### config.mk
export PLATFORM = sky130hd
export DESIGN_NAME = inst_loader
export DESIGN_NICKNAME = d
export VERILOG_FILES = /design/src/rtl/inst_loader_pkg.sv /design/src/rtl/inst_loader.sv
export SDC_FILE = /design/constraint.sdc
export NUM_CORES = 1
export LEC_CHECK = 0
export ABC_AREA = 1
export BUFFER_PORTS_ARGS = -buffer_cell sky130_fd_sc_hd__buf_2
export CAP_MARGIN = 20
export CORE_MARGIN = 2
export CORE_UTILIZATION = 28
export CTS_BUF_LIST = sky130_fd_sc_hd__clkbuf_2
export CTS_CLUSTER_DIAMETER = 80
export DETAILED_ROUTE_END_ITERATION = 6
export GPL_ROUTABILITY_DRIVEN = 0
export HOLD_SLACK_MARGIN = 0.06
export SETUP_SLACK_MARGIN = 0.2
export SLEW_MARGIN = 20
export SYNTH_ARGS = -nofsm -noshare
export SYNTH_HDL_FRONTEND = slang
export SYNTH_SLANG_ARGS = --single-unit
export TNS_END_PERCENT = 10
### constraint.sdc
create_clock -name CLK -period 2.91 [get_ports CLK]
set_input_delay 0.582 -clock CLK [delete_from_list [all_inputs] [get_ports CLK]]
set_output_delay 0.582 -clock CLK [all_outputs]
set_load 0.01 [all_outputs]
### src/rtl/inst_loader_pkg.sv
// Shared definitions for the instruction-memory program loader.
// Optional feature macro: INST_LOADER_CKSUM_EN (adds the trailing checksum byte
// check and the CKSUM / ERR states).
package inst_loader_pkg;

    localparam int INST_ADDR_W = 12;
    localparam int INST_W      = 9;
    localparam int CKSUM_W     = 8;

    typedef enum logic [2:0] {
        ST_LEN_LO = 3'd0,
        ST_LEN_HI = 3'd1,
        ST_INS_LO = 3'd2,
        ST_INS_HI = 3'd3,
        ST_RUN    = 3'd4
`ifdef INST_LOADER_CKSUM_EN
        ,
        ST_CKSUM  = 3'd5,
        ST_ERR    = 3'd6
`endif
    } loader_state_t;

endpackage

### src/rtl/inst_loader.sv
// Program loader: takes a host byte stream (2-byte length header, then 2 bytes
// per instruction), packs byte pairs into instruction words and writes them to
// sequential instruction-memory addresses while holding the processor in init.
// Optional feature macro: INST_LOADER_CKSUM_EN (trailing XOR checksum byte,
// Error output, sticky ERR state left only by reset).
module inst_loader #(
    parameter int ADDR_W = inst_loader_pkg::INST_ADDR_W,
    parameter int INST_W = inst_loader_pkg::INST_W
) (
    input  logic              CLK,
    input  logic              Init_n,
    input  logic [7:0]        In_data,
    input  logic              In_valid,
    output logic              In_ready,
    input  logic              Halt,
    output logic              Wr_en,
    output logic [ADDR_W-1:0] Wr_addr,
    output logic [INST_W-1:0] Wr_data,
    output logic              Start,
`ifdef INST_LOADER_CKSUM_EN
    output logic              Error,
`endif
    output logic              Done
);

    import inst_loader_pkg::*;

    // Where the FSM goes once the final word (or an empty header) is taken.
`ifdef INST_LOADER_CKSUM_EN
    localparam loader_state_t ST_LOADED = ST_CKSUM;
`else
    localparam loader_state_t ST_LOADED = ST_RUN;
`endif

    loader_state_t     state_q, state_d;
    logic [ADDR_W-1:0] len_q, len_d;
    logic [ADDR_W-1:0] cnt_q, cnt_d;
    logic [7:0]        lo_q, lo_d;
    logic              wr_en_q, wr_en_d;
    logic [ADDR_W-1:0] wr_addr_q, wr_addr_d;
    logic [INST_W-1:0] wr_data_q, wr_data_d;
    logic              start_q, start_d;
    logic              done_q, done_d;
    logic              in_ready_q, in_ready_d;
    logic              accept;
`ifdef INST_LOADER_CKSUM_EN
    logic [CKSUM_W-1:0] cksum_q, cksum_d;
    logic               error_q, error_d;
`endif

    // A byte moves only when the host offers it and the registered ready is high.
    assign accept = In_valid && in_ready_q;

    // Next-state, header/word assembly and write-strobe generation.
    always_comb begin
        state_d   = state_q;
        len_d     = len_q;
        cnt_d     = cnt_q;
        lo_d      = lo_q;
        wr_en_d   = 1'b0;
        wr_addr_d = wr_addr_q;
        wr_data_d = wr_data_q;

        case (state_q)
            ST_LEN_LO: begin
                if (accept) begin
                    len_d[7:0] = In_data;
                    state_d    = ST_LEN_HI;
                end
            end
            ST_LEN_HI: begin
                if (accept) begin
                    len_d[ADDR_W-1:8] = In_data[ADDR_W-9:0];
                    cnt_d             = '0;
                    state_d           = (len_d == '0) ? ST_LOADED : ST_INS_LO;
                end
            end
            ST_INS_LO: begin
                if (accept) begin
                    lo_d    = In_data;
                    state_d = ST_INS_HI;
                end
            end
            ST_INS_HI: begin
                if (accept) begin
                    wr_data_d = {In_data[INST_W-9:0], lo_q};
                    wr_addr_d = cnt_q;
                    wr_en_d   = 1'b1;
                    cnt_d     = cnt_q + ADDR_W'(1);
                    state_d   = (cnt_d == len_q) ? ST_LOADED : ST_INS_LO;
                end
            end
            ST_RUN: begin
                if (Halt) begin
                    state_d = ST_LEN_LO;
                end
            end
`ifdef INST_LOADER_CKSUM_EN
            ST_CKSUM: begin
                if (accept) begin
                    state_d = (In_data == cksum_q) ? ST_RUN : ST_ERR;
                end
            end
            ST_ERR: begin
                state_d = ST_ERR;
            end
`endif
            default: begin
                state_d = ST_LEN_LO;
            end
        endcase
    end

    // Start is released one edge after RUN is entered, so the last write (or an
    // empty header) settles first; a Halt in RUN re-arms on the same edge.
    always_comb begin
        start_d    = !((state_q == ST_RUN) && (state_d == ST_RUN));
        done_d     = !start_d;
        in_ready_d = (state_d != ST_RUN);
`ifdef INST_LOADER_CKSUM_EN
        if (state_d == ST_ERR) begin
            in_ready_d = 1'b0;
        end
`endif
    end

`ifdef INST_LOADER_CKSUM_EN
    // Running XOR of every stream byte, restarted by the first header byte.
    always_comb begin
        cksum_d = cksum_q;
        error_d = (state_d == ST_ERR);
        if (accept) begin
            case (state_q)
                ST_LEN_LO:                       cksum_d = In_data;
                ST_LEN_HI, ST_INS_LO, ST_INS_HI: cksum_d = cksum_q ^ In_data;
                default:                         cksum_d = cksum_q;
            endcase
        end
    end

    // Checksum accumulator and sticky error flag.
    always_ff @(posedge CLK or negedge Init_n) begin
        if (!Init_n) begin
            cksum_q <= '0;
            error_q <= 1'b0;
        end else begin
            cksum_q <= cksum_d;
            error_q <= error_d;
        end
    end

    assign Error = error_q;
`endif

    // Main loader registers; every output comes straight from a flop.
    always_ff @(posedge CLK or negedge Init_n) begin
        if (!Init_n) begin
            state_q    <= ST_LEN_LO;
            len_q      <= '0;
            cnt_q      <= '0;
            lo_q       <= '0;
            wr_en_q    <= 1'b0;
            wr_addr_q  <= '0;
            wr_data_q  <= '0;
            start_q    <= 1'b1;
            done_q     <= 1'b0;
            in_ready_q <= 1'b1;
        end else begin
            state_q    <= state_d;
            len_q      <= len_d;
            cnt_q      <= cnt_d;
            lo_q       <= lo_d;
            wr_en_q    <= wr_en_d;
            wr_addr_q  <= wr_addr_d;
            wr_data_q  <= wr_data_d;
            start_q    <= start_d;
            done_q     <= done_d;
            in_ready_q <= in_ready_d;
        end
    end

    assign In_ready = in_ready_q;
    assign Wr_en    = wr_en_q;
    assign Wr_addr  = wr_addr_q;
    assign Wr_data  = wr_data_q;
    assign Start    = start_q;
    assign Done     = done_q;

endmodule

# --- After elaboration in Yosys (flattened, before gate mapping) ---
# Index checks and enable logic that the tools add are counted.
op_classes:
  addsub: 1
  n_eq_ne: 9
  n_mux: 13
  n_reduce_logical: 11
op_table:
  columns: ["operator", "n"]
  rows:
  - ["2-to-1 mux 12 bit", 2]
  - ["one-hot mux 12 bit (2 select lines)", 1]
  - ["2-to-1 mux 3 bit", 7]
  - ["one-hot mux 3 bit (5 select lines)", 1]
  - ["adder 12 x 1 -> 12 bit (second input constant)", 1]
  - ["equality test 12 bit", 1]
  - ["zero test 12 bit", 1]
  - ["AND reduction 2 bit", 4]
  - ["equality test 3 x 2 -> 1 bit (second input constant)", 2]
  - ["equality test 3 bit (second input constant)", 2]
  - ["!= test 2 bit (second input constant)", 2]
  - ["equality test 3 x 1 -> 1 bit (second input constant)", 1]
  - ["zero test 3 bit", 1]
  - ["!= test 3 bit (second input constant)", 1]
  - ["AND reduction 3 bit", 1]
  - ["logical AND 1 bit", 2]
  - ["2-to-1 mux 1 bit", 2]
  - ["nonzero test 2 bit", 1]
  - ["zero test 1 bit", 1]
word_totals:
  regBits: 60
  input_bits: 12
  output_inout_bits: 25
  wordCells: 45

# --- Depth between registers and ports, before layout ---
depth:
  ltp_word: 8
  mapped_depth: 13
  mapped_depth_nobuf: 13

# --- Least setup slack after synthesis ---
# No wires, ideal clock.
synth_path:
  path_type: "reg-to-reg"
  from: "register cnt_q[0]"
  to: "register state_q[1]"
  setup_time_ns: 0.120
  arrival_time_ns: 1.462
  t_required_ns: 2.790
  setup_slack_ns: 1.328
  path_stages_with_launch: 13
  n_path_buf: 0
  period_less_slack_ns: 1.582
  cell_sequence: "dfrtp_1 ha_1 nand2_2 nor2_4 nand2_1 nand2_1 nand2_1 nand2_1 nand3_1 nor2_2 nand3_2 nand2_1 nand2_1"
synth_via:
  elab_chain_len: 5
synth_rtl:
  columns: ["element", "line_no", "rtl"]
  rows:
  - ["start: declaration", "inst_loader.sv:37", "logic [ADDR_W-1:0] cnt_q, cnt_d;"]
  - ["start signal: assignment", "inst_loader.sv:171", "cnt_q <= cnt_d;"]
  - ["adder 12 x 1 -> 12 bit", "inst_loader.sv:89", "cnt_d = cnt_q + ADDR_W'(1);"]
  - ["equality test 12 bit", "inst_loader.sv:90", "state_d = (cnt_d == len_q) ? ST_LOADED : ST_INS_LO;"]
  - ["2-to-1 mux 3 bit", "inst_loader.sv:90", null]
  - ["2-to-1 mux 3 bit", "inst_loader.sv:85", "if (accept) begin"]
  - ["one-hot mux 3 bit (5 select lines)", "inst_loader.sv:64", "case (state_q)"]
  - ["net state_d[1]", "inst_loader.sv:35", "loader_state_t state_q, state_d;"]
  - ["end signal: assignment", "inst_loader.sv:169", "state_q <= state_d;"]
  - ["end: declaration", "inst_loader.sv:35", null]
# The timed path passes the listed nets, and every way through them passes these cells.
# A chain may end at the register's enable or synchronous reset.

# --- Worst setup path in the final report ---
layout_path:
  from: "register in_ready_q, in the netlist In_ready"
  to: "register state_q[2]"
layout_via:
  elab_chain_len: 3
  word_cells_on_any_way: 6
  classes_between: "5 x mux; 1 x reduce/logical"
layout_rtl:
  columns: ["element", "line_no", "rtl"]
  rows:
  - ["start: declaration", "inst_loader.sv:44", "logic in_ready_q, in_ready_d;"]
  - ["start signal: assignment", "inst_loader.sv:178", "in_ready_q <= in_ready_d;"]
  - ["logical AND 1 bit (*)", "inst_loader.sv:52", "assign accept = In_valid && in_ready_q;"]
  - ["2-to-1 mux 3 bit (on tied branches)", null, null]
  - ["one-hot mux 3 bit (5 select lines) (*)", "inst_loader.sv:64", null]
  - ["net state_d[2]", "inst_loader.sv:35", null]
# Mark *: on every way through the listed nets, which the timed path passes. The rest lies on a longest branch.

==> metrics.txt <==
CP cell instances nand2_1 -> nor2_1 -> inv_1 -> nor2_2 -> buf_4 -> nand2_1 -> o21ai_0 -> o21bai_2; DRT iter0 DRCs 74; leak pwr 0.00164 uW; clock slew at reported path FFs 190 ps; most frequent cells in the layout 108 x nand2_1, 58 x dfrtp_1, 38 x inv_1; Die Height 103 um; max-cap viol count 0; reg-to-reg setup timing slack 1040 ps; vias in the first global route roughly 2100; vias per cell 4.39; Buffers on Ports 36; reg2reg end state_q[2]; Worst Hold Slack 134 ps; Post-CTS Resized 0; row cnt 36; Die W 103 um; RSZ-0062 raised after global routing false; Syn Inst Count 329; Clock Tree Buf Depth 2; routed length per instance 12.3 um; syn_area_per_cell 8.28 sq um; WP data required 3350 ps; register area share after synthesis 55.2%; CP max stage cell dfstp_2; status finished clean; Initial Utilization 28.4%; worst path bufs/invs 2; # DRC 0; wire length of the first global-routing pass just over 10000 um; initial antenna violation count 0; DR vias 2242; #FFs+latches synth 60; max_slew headroom 47.2%; Post-Syn Area 2730 sq um; commonest non-fill, non-tap cell in the layout nand2_1; Area growth, synth to finish 18.7%; CP startpoint kind register; htree depth 3; setup repair bufs after CTS 0; crit share post-route 64.4%; Arr. time, crit path around 2300 ps; clock latency on the worst-skew pair 490 ps; yosys warns 0; CP top delay family flip-flops; TritonCTS Buffers 9; Min-Delay Path Class primary input to asynchronous set/reset pin; share of layout cells above drive strength 1 18.3%; crit path time final 1870 ps; Worst Tran Pin Value 792 ps; Final Power ~2800 uW; # clock sinks 60; Max Fclk 534 MHz; Final Hold Viols 0; R2R depth 8; hold buffer count at CTS 0; pwr dens 871 nW/um^2; antenna diode count 0; FF-to-FF Start In_ready; final slew viol count 0; total wire length about 6300 um; Largest stage delay, worst path 580 ps; Post-Syn Nets 342; Total GRT Usage 13.1%; count of final setup violators 0; VDD IR max 0.000348 V; Crit. End Element register; DIE AREA 10500 sq um; Worst path most repeated cell nand2_1; Synth cell types 24; HPWL Detailed 4590 um; DRT Pass-1 Iters 4; Fin Clk Skew 25.7 ps; Crit Path Category register to register; Final #Nets just under 400; largest net degree at the start of global routing 36; Worst Path Max Fanout 15; Routed Antenna Nets 0; total gr overflow 0; setup_tns 0 ps; CTS root buffer clkbuf_2; IO Pins 37; CTS tree yes; fin util 33.7%; core area 9590 sq um
-- worst register-to-register path: stages (launching register included) --
cell and delay [ps]:
dfstp_2 580, nand2_1 80, nor2_1 120, inv_1 80, nor2_2 70, buf_4 220, nand2_1 220, o21ai_0 280
o21bai_2 160
-- area by class of cell --
type / instances / area [sq um]
fill: 1038 / 6360
clock buffer: 9 / 45.0
inverter: 38 / 143
multi-input combinational: 223 / 1050
sequential: 60 / 1500
timing repair buffer: 41 / 230
clock inverter: 7 / 98.8
tap: 133 / 166
-- stage by stage --
step	cell area [sq um]	setup slack, ps	cells
after floorplan	2730	1330	329
after global placement	3090	978	495
after detailed placement	3090	950	495
after CTS	3240	1020	511
after global routing	3240	846	511
final	3240	1040	511
-- power by group --
group          switching (uW)  internal (uW)  total (uW)
Sequential                232           1130        1360
Combinational             485            346         831
Clock                     339            289         627
-- state kept, by name, summed over array words and instances, names as in the netlist --
| signal | count |
|---|---|
| Done | 1 |
| In_ready | 1 |
| Start | 1 |
| Wr_addr | 12 |
| Wr_data | 9 |
| Wr_en | 1 |
| cnt_q | 12 |
| len_q | 12 |
| lo_q | 8 |
| state_q | 3 |
-- cells in the mapped netlist, drive strengths merged --
master	number	area, sq um
clkbuf	8	30.0
xor2	1	8.76
o21bai	2	18.8
nor4	3	18.8
xnor3	1	22.5
nand4	4	25.0
o22ai	9	56.3
nor3	1	5.00
ha	1	12.5
nand3b	3	22.5
dfstp	2	52.6
a31oi	1	6.26
nand2	110	418
inv	38	143
dfrtp	58	1450
nor2	30	135
o21ai	36	180
xnor2	1	8.76
nand3	20	110
-- routing by layer --
| metal | part of all wire [%] | vias to the layer above | GRT usage [%] |
|---|---|---|---|
| met5 | 0 | - | 0 |
| met1 | 50 | 1040 | 18.5 |
| met3 | 5.0 | 5 | 4.14 |
| met4 | 0.88 | 0 | 4.92 |
| li1 | - | 1150 | - |
| met2 | 44 | 47 | 18.9 |
-- how the worst max path moves through the flow --
stage               startpoint    endpoint  slack, ps  cells after the start
floorplan             cnt_q[0]  state_q[1]       1330                     12
global placement      In_valid  state_q[2]        980                      9
detailed placement    In_valid  state_q[2]        950                      9
CTS                   In_ready  state_q[2]       1020                      8
global route          In_ready  state_q[2]        850                      8
finish                In_ready  state_q[2]       1040                      8
-- cell families (layout without fill, tap and decap cells) --
group | after synthesis | after routing | share of synthesized area (%)
simple gates | 171 | 171 | 27.0
fa+ha+maj | 1 | 1 | 0.459
flops | 60 | 60 | 55.2
compound gates | 48 | 48 | 9.60
buf+inv | 46 | 95 | 6.34
xor+xnor | 3 | 3 | 1.47
(Power assumes the default switching activity.)
